## src/rtl/interrupt_controller_pkg.sv

```systemverilog
// Shared constants and FSM encoding for the interrupt controller and its arbiter.
package interrupt_controller_pkg;

    localparam int          IRQ_MAX             = 8;
    localparam int          ID_W                = 3;
    localparam logic [31:0] DEFAULT_VECTOR_BASE = 32'h0000_0010;

    typedef enum logic [2:0] {
        ST_IDLE      = 3'd0,
        ST_WAIT_SAFE = 3'd1,
        ST_ENTER     = 3'd2,
        ST_IN_ISR    = 3'd3,
        ST_EXIT      = 3'd4
    } irq_state_e;

endpackage

```

## src/rtl/interrupt_controller_arbiter.sv

```systemverilog
// Winner select over masked pending lines: fixed priority (index 0 highest) or
// round-robin starting at i_Ptr with wrap-around.
module irq_priority_arbiter
    import interrupt_controller_pkg::*;
#(
    parameter int NUM_IRQ = 4,
    parameter int RR_EN   = 0
) (
    input  logic [NUM_IRQ-1:0] i_Req,
    input  logic [ID_W-1:0]    i_Ptr,
    output logic [ID_W-1:0]    o_Id,
    output logic               o_Valid
);

    localparam int IW = ID_W + 1;

    logic [IW-1:0]   w_Idx;
    logic [ID_W-1:0] w_Id;
    logic            w_Found;

    always_comb begin
        w_Idx   = '0;
        w_Id    = '0;
        w_Found = 1'b0;
        for (int k = 0; k < NUM_IRQ; k++) begin
            w_Idx = (RR_EN != 0) ? ({1'b0, i_Ptr} + IW'(k)) : IW'(k);
            if (w_Idx >= IW'(NUM_IRQ)) begin
                w_Idx = w_Idx - IW'(NUM_IRQ);
            end
            if (!w_Found && (|(i_Req & (NUM_IRQ'(1) << w_Idx)))) begin
                w_Found = 1'b1;
                w_Id    = w_Idx[ID_W-1:0];
            end
        end
    end

    assign o_Id    = w_Id;
    assign o_Valid = w_Found;

endmodule

```

## src/rtl/interrupt_controller.sv

```systemverilog
// Edge-latched interrupt controller: waits for a pipeline-safe point, pulses
// flush/save-PC/ack for one cycle, and tracks a single non-nested handler.
module interrupt_controller
    import interrupt_controller_pkg::*;
#(
    parameter int          NUM_IRQ       = 4,
    parameter logic [31:0] VECTOR_BASE   = DEFAULT_VECTOR_BASE,
    parameter int          VECTOR_STRIDE = 4,
    parameter int          RR_EN         = 0
) (
    input  logic               i_Clk,
    input  logic               i_Rst,
    input  logic [NUM_IRQ-1:0] i_IrqReq,
    input  logic               i_MaskWe,
    input  logic [NUM_IRQ-1:0] i_MaskData,
    input  logic               i_IntEnSet,
    input  logic               i_IntEnClr,
    input  logic               i_BranchPending,
    input  logic               i_StallSignal,
    input  logic               i_RetiBit,
    output logic               o_InterruptSignal,
    output logic               o_SavePc,
    output logic [31:0]        o_VectorAddr,
    output logic [NUM_IRQ-1:0] o_IrqAck,
    output logic [2:0]         o_ActiveId,
    output logic               o_InIsr,
    output logic [NUM_IRQ-1:0] o_Pending
);

    irq_state_e         r_State, w_NextState;
    logic [NUM_IRQ-1:0] r_IrqPrev, r_Pending, r_Mask;
    logic [NUM_IRQ-1:0] w_Edge, w_Ack, w_MaskedPend, w_ActiveBit;
    logic               r_En, r_SavedEn;
    logic [ID_W-1:0]    r_RrPtr, r_ActiveId, w_ArbId, w_NextPtr;
    logic               w_ArbValid, w_Capture, w_Enter, w_ActivePend, w_Live;

    irq_priority_arbiter #(
        .NUM_IRQ (NUM_IRQ),
        .RR_EN   (RR_EN)
    ) u_arb (
        .i_Req   (w_MaskedPend),
        .i_Ptr   (r_RrPtr),
        .o_Id    (w_ArbId),
        .o_Valid (w_ArbValid)
    );

    assign w_Live       = ~i_Rst;
    assign w_Edge       = i_IrqReq & ~r_IrqPrev;
    assign w_MaskedPend = r_Pending & r_Mask;
    assign w_ActiveBit  = NUM_IRQ'(1) << r_ActiveId;
    assign w_ActivePend = |(w_MaskedPend & w_ActiveBit);
    assign w_Enter      = (r_State == ST_ENTER);
    assign w_Ack        = (w_Enter && w_Live) ? w_ActiveBit : '0;
    assign w_Capture    = (r_State == ST_IDLE) && r_En && w_ArbValid;
    assign w_NextPtr    = (r_ActiveId == ID_W'(NUM_IRQ - 1)) ? '0 : r_ActiveId + 1'b1;

    always_comb begin
        w_NextState = r_State;
        case (r_State)
            ST_IDLE: begin
                if (w_Capture) w_NextState = ST_WAIT_SAFE;
            end
            ST_WAIT_SAFE: begin
                // A withdrawn request or a DI abandons the entry before any pulse.
                if (!r_En || !w_ActivePend) begin
                    w_NextState = ST_IDLE;
                end else if (!(i_BranchPending || i_StallSignal)) begin
                    w_NextState = ST_ENTER;
                end
            end
            ST_ENTER:  w_NextState = ST_IN_ISR;
            ST_IN_ISR: begin
                if (i_RetiBit) w_NextState = ST_EXIT;
            end
            ST_EXIT:   w_NextState = ST_IDLE;
            default:   w_NextState = ST_IDLE;
        endcase
    end

    always_ff @(posedge i_Clk) begin
        if (i_Rst) begin
            r_State    <= ST_IDLE;
            r_IrqPrev  <= '0;
            r_Pending  <= '0;
            r_Mask     <= '0;
            r_En       <= 1'b0;
            r_SavedEn  <= 1'b0;
            r_RrPtr    <= '0;
            r_ActiveId <= '0;
        end else begin
            r_State   <= w_NextState;
            r_IrqPrev <= i_IrqReq;
            r_Pending <= (r_Pending & ~w_Ack) | w_Edge;
            if (i_MaskWe) r_Mask <= i_MaskData;
            if (w_Capture) r_ActiveId <= w_ArbId;
            if (w_Enter) begin
                r_SavedEn <= r_En;
                r_En      <= 1'b0;
                r_RrPtr   <= w_NextPtr;
            end else if (r_State == ST_EXIT) begin
                // An EI/DI retiring alongside the exit beats the saved value.
                r_En <= i_IntEnClr ? 1'b0 : (i_IntEnSet ? 1'b1 : r_SavedEn);
            end else if (i_IntEnClr) begin
                r_En <= 1'b0;
            end else if (i_IntEnSet) begin
                r_En <= 1'b1;
            end
        end
    end

    assign o_InterruptSignal = w_Enter && w_Live;
    assign o_SavePc          = w_Enter && w_Live;
    assign o_IrqAck          = w_Ack;
    assign o_VectorAddr      = VECTOR_BASE + 32'(r_ActiveId) * 32'(VECTOR_STRIDE);
    assign o_ActiveId        = r_ActiveId;
    assign o_InIsr           = (r_State == ST_IN_ISR) && w_Live;
    assign o_Pending         = w_MaskedPend;

endmodule
```

## config.mk

```make
export PLATFORM = sky130hd
export DESIGN_NAME = interrupt_controller
export DESIGN_NICKNAME = d
export VERILOG_FILES = /design/src/rtl/interrupt_controller_pkg.sv /design/src/rtl/interrupt_controller_arbiter.sv /design/src/rtl/interrupt_controller.sv
export SDC_FILE = /design/constraint.sdc
export NUM_CORES = 1
export LEC_CHECK = 0
export BUFFER_PORTS_ARGS = -buffer_cell sky130_fd_sc_hd__clkbuf_2
export CORE_UTILIZATION = 44
export CTS_CLUSTER_SIZE = 25
export DETAILED_ROUTE_END_ITERATION = 10
export PLACE_DENSITY = 0.79
export SLEW_MARGIN = 5
export SYNTH_ARGS = -nofsm -noshare
export SYNTH_HDL_FRONTEND = slang
export SYNTH_SLANG_ARGS = --single-unit
```

## constraint.sdc

```tcl
create_clock -name i_Clk -period 1.5 [get_ports i_Clk]
set_input_delay 0.375 -clock i_Clk [delete_from_list [all_inputs] [get_ports i_Clk]]
set_output_delay 0.375 -clock i_Clk [all_outputs]
set_load 0.03 [all_outputs]
```

== After elaboration in Yosys (flattened, before gate mapping) ==
Cells that the tools add are included.

* Add/sub/neg operators: 1
* Equality and inequality tests: 7
* Shifts and indexed selects: 1
* Muxes and demuxes: 18
* Bitwise logic cells: 8
* Reductions and logical operators: 19

{| class="wikitable"
|+ Operator list
! operator !! count
|-
| 2-to-1 mux 3 bit || 6
|-
| AND 4 bit || 4
|-
| case mux 3 bit (4 select lines) || 1
|-
| 2-to-1 mux 1 bit || 10
|-
| inverter 4 bit || 2
|-
| logical AND 1 bit || 7
|-
| adder 5 x 5 -> 6 bit, first input constant || 1
|-
| equality test 3 x 2 -> 1 bit, second input constant || 2
|-
| zero test 1 bit || 5
|-
| 2-to-1 mux 4 bit || 1
|-
| inequality test 2 bit, second input constant || 2
|-
| bitwise OR 4 bit || 1
|-
| OR reduction 4 bit || 1
|-
| left shift 1 x 3 -> 4 bit, first input constant || 1
|-
| equality test 3 x 1 -> 1 bit, second input constant || 1
|-
| equality test 3 bit, second input constant || 1
|-
| zero test 3 bit || 1
|-
| inequality test 3 bit, second input constant || 1
|-
| AND reduction 3 bit || 1
|-
| nonzero test 3 bit || 1
|-
| logical OR 1 bit || 2
|-
| OR reduction 2 bit || 1
|-
| inverter 1 bit || 1
|}

* Bits in registers: 20
* Bits of input ports: 16
* Output and inout bits: 46
* Logic and storage cells: 61

== Longest topological paths before layout ==
* Depth in word-level cells: 14
* Gate-level depth with buffers: 5
* Mapped depth without buffers: 5

== Cells and area by module ==
From an unflattened synthesis, not the netlist that was laid out.

* Cells, all modules: 158
* Area total of the unflattened synthesis: 1333.8 um^2

{| class="wikitable"
|+ Modules (own cells, without submodules)
! module !! times used !! cells an instance !! area an instance (um^2) !! seq. area each (um^2)
|-
| interrupt_controller || 1 || 149 || 1287.5 || 460.4
|-
| irq_priority_arbiter || 1 || 9 || 46.3 || 0.0
|}

== Worst setup path before layout ==
OpenSTA, ideal clock, no wires.

* Path kind: register -> output
* Start: register r_ActiveId[0] (netlist: o_ActiveId[0])
* End: output port o_IrqAck[1]
* Arrival time: 1.785 ns
* Data required time: 1.125 ns
* Slack: -0.660 ns
* Cell stages (with the launch flop): 3
* Path through: dfxtp_1 > inv_1 > nor4_1

* Cells in the longest elaborated chain, start to end: 2

{| class="wikitable"
|+ RTL lines
! what !! line !! source
|-
| from (decl) || interrupt_controller.sv:34 || <nowiki>logic [ID_W-1:0] r_RrPtr, r_ActiveId, w_ArbId, w_NextPtr;</nowiki>
|-
| from (signal assigned) || interrupt_controller.sv:95 || <nowiki>if (w_Capture) r_ActiveId <= w_ArbId;</nowiki>
|-
| left shift 1 x 3 -> 4 bit || interrupt_controller.sv:50 || <nowiki>assign w_ActiveBit = NUM_IRQ'(1) << r_ActiveId;</nowiki>
|-
| 2-to-1 mux 4 bit || interrupt_controller.sv:53 || <nowiki>assign w_Ack = (w_Enter && w_Live) ? w_ActiveBit : '0;</nowiki>
|-
| to (decl) || interrupt_controller.sv:24 || <nowiki>output logic [NUM_IRQ-1:0] o_IrqAck,</nowiki>
|}

Every way passes these cells.

== Final worst setup path ==
* Start: register r_State[2]
* End: output port o_IrqAck[0]

* Cells in the longest elaborated chain, start to end: 3

{| class="wikitable"
|+ RTL lines
! what !! line !! source
|-
| from (decl) || interrupt_controller.sv:30 || <nowiki>irq_state_e r_State, w_NextState;</nowiki>
|-
| from (signal assigned) || interrupt_controller.sv:91 || <nowiki>r_State <= w_NextState;</nowiki>
|-
| equality test 3 x 2 -> 1 bit || interrupt_controller.sv:52 || <nowiki>assign w_Enter = (r_State == ST_ENTER);</nowiki>
|-
| logical AND 1 bit || interrupt_controller.sv:53 ||
|-
| 2-to-1 mux 4 bit || interrupt_controller.sv:53 ||
|}

Every way passes these cells.

==> impl_metrics.ini <==
[worst_setup_path]
cp_max_fo = 3
reg2regPathDepth = 5
r2r-start = r_State[1]$_SDFFE_PP0P_
cp.arrival_ps = 1390
r2r_setup_slack_ps = 70
critPathCaptureType = output pin
critPathRequiredTime_ps = 1120
worstSetupStartpointType = register
reg2reg_to = r_State[1]$_SDFFE_PP0P_
path_class = reg -> out

[sta]
rsz0062_at_grt = yes
fin_crit_ps = 1770
finalClockSkew_ps = 2.90
setup_ws_ps = -265
max_freq_mhz = 567
post-route-period-util_pct = 118
drv_slew = 0
hold_viol_final = 0
setup_viol = 7

[synthesis]
synth.distinct_cells = 32
synth_seq_cells = 19
synth.cell_area_um2 = 1120
synth-edff-count = 0
seq_area_frac_synth_pct = 33.9
synth_async_sr_flop_share_pct = 0
yosysMostFrequentCell = buf_4
synth.largest_area_cell = dfxtp_1
synth_top_cell_area_share_pct = 33.9
synth_ff_type = dfxtp_1
yosys-top-cells-area = dfxtp_1 (34%), buf_4 (23%), inv_1 (4.7%)
synth_common_cells = buf_4 (34), dfxtp_1 (19), inv_1 (14)
syn_avg_cell_area_um2 = 8.25
postSynthCellCount = 136
yosysWarnings = 0

[place]
io_buffer_count = 30
pre_cts_ws_ps = -32.4
gp_congestion = 0.818
dp_cells = 200
dp_hpwl_um = 1810

[floorplanning]
coreArea_um2 = 2300
fp.dieW_um = 52.5
die_y_um = 52.5
die_area_um2 = 2760
rows = 17
io_pins = 62
start_util_pct = 48.9

[global_route]
grt_max_degree = 13
antenna_found_initial = 0
grt.overflow.total = 0
grt_pass1_vias = 844
grt_usage_pct = 17.5
grt_pass1_wl_um = 3570

[finish]
final_cell_count_no_fill = 207
drive_gt1_share_pct = 39.7
fin_nets = 196
fill_cells = 196
antenna_cells = 0
area_delta_synth_final_pct = 30.3

[route]
drtIter0Drc = 23
drt_wl_total_um = 2360
ant_nets = 0
viasPerCell = 4.68
drc = 0
drtPass1Iterations = 4
wl_per_cell_um = 11.4
vias = 968

[clocking]
clk_pin_slew_ps = 120
cts_root_buf = clkbuf_4
cts_tree = built
numCtsBuffers = 3
htree_levels = 1
clk_latency_ps = 300
cts_hold_buf = 0
cts.path.max_buffers = 2
numClockSinks = 19

[run_status]
status = finished, violations left
violations = setup timing

[hold_path]
hp-class = in -> reg
min_path_cells = 2
whs_endpoint = r_En$_SDFFE_PP0P_
hold_start = i_IntEnClr

[run]
max_cap_violations = 0

[power_and_ir_drop]
worst_ir_drop_vdd_v = 0.000662
p_per_area_nw_per_um2 = 853
p_leak_nw = 0.734
state kept, by name, indices dropped and copies added, names as in the netlist:
signal and count:
r_IrqPrev 4, r_Mask 4, r_Pending 4, r_State 3, o_ActiveId 2, r_En 1
r_SavedEn 1
routing by layer:
layer	routed length (um)	vias to the layer above	global-route usage, %
met1	1030	441	22.1
met2	1170	50	29.7
li1	-	475	-
met3	150	2	2.03
met4	12	0	7.46
met5	0	-	0
what timing repair did:
action                     CTS  global route
gates resized for setup     24            15
setup endpoints to repair    9            10
pin swaps                    3             0
buffers inserted             3             0
hold endpoints to repair     0             0
gates cloned                 0             0
cell usage in the layout (no fill, tap or decap), types with 2 or more instances in the layout:
| cell | instances |
|---|---|
| o2bb2ai_1 | 3 |
| nand2_1 | 10 |
| buf_4 | 16 |
| buf_2 | 3 |
| clkbuf_8 | 3 |
| mux2i_1 | 5 |
| a21oi_1 | 4 |
| inv_2 | 2 |
| nor4_4 | 2 |
| dfxtp_2 | 5 |
| clkbuf_4 | 4 |
| buf_8 | 4 |
| a32o_1 | 2 |
| clkbuf_2 | 19 |
| nand4_1 | 2 |
| nor2_1 | 6 |
| nor2b_1 | 4 |
| o21ai_0 | 2 |
| a211oi_1 | 3 |
| nand3b_1 | 2 |
| nand3_1 | 2 |
| dfxtp_1 | 12 |
| dfxtp_4 | 2 |
| conb_1 | 31 |
| inv_1 | 11 |
worst max path at each step:
stage                     depth (start not counted)                  startpoint          end
final                                             4     r_State[2]$_SDFFE_PP0P_  o_IrqAck[0]
after global routing                              4     r_State[2]$_SDFFE_PP0P_  o_IrqAck[0]
after floorplan                                   2  o_ActiveId[1]$_SDFFE_PP0P_  o_IrqAck[1]
after CTS                                         4     r_State[2]$_SDFFE_PP0P_  o_IrqAck[0]
after detailed placement                          6                       i_Rst  o_IrqAck[2]
after global placement                            4                       i_Rst  o_IrqAck[1]
cells by family after synthesis:
group	after synthesis	share of synthesized area [%]
AO/OA/AOI/OAI	21	14.0
AND/OR/NAND/NOR	38	18.4
other	2	0.669
buffers and inverters	51	28.5
flip-flops	19	33.9
multiplexers	5	4.46
layout make-up:
class	count	area, um2	area share, %
Clock buffer	3	22.5	1.54
Tap cell	28	35.0	2.40
Clock inverter	1	7.51	0.513
Multi-Input combinational cell	95	598	40.9
Timing Repair Buffer	47	350	24.0
Sequential cell	19	394	26.9
Inverter	14	55.1	3.76
report_power, final:
group          switching [mW]  internal, mW  total [mW]
clock                   0.170         0.101       0.272
combinational           0.251         0.143       0.393
sequential             0.0383         0.544       0.582
total                   0.459         0.788        1.25
critical path: stages (launching register included):
cell and delay, ps:
dfxtp_2 350, nor2_4 150, nand2_4 90, nor4_4 270, clkbuf_8 220
per-stage QoR:
| stage | utilization (%) | hold slack (ps) | area (um2) | TNS [ps] | power, mW |
|---|---|---|---|---|---|
| global route | 63.7 | 219 | 1460 | -1640 | 1.30 |
| detailed placement | 56.2 | 446 | 1290 | -55.4 | 0.936 |
| CTS | 62.5 | 223 | 1440 | -1210 | 1.23 |
| global placement | 56.2 | 443 | 1290 | 0 | 0.927 |
| floorplan | - | 436 | 1270 | -11.5 | 0.897 |
| finish | 63.7 | 224 | 1460 | -1350 | 1.25 |
Note: power is estimated with default switching activity, not from simulation.
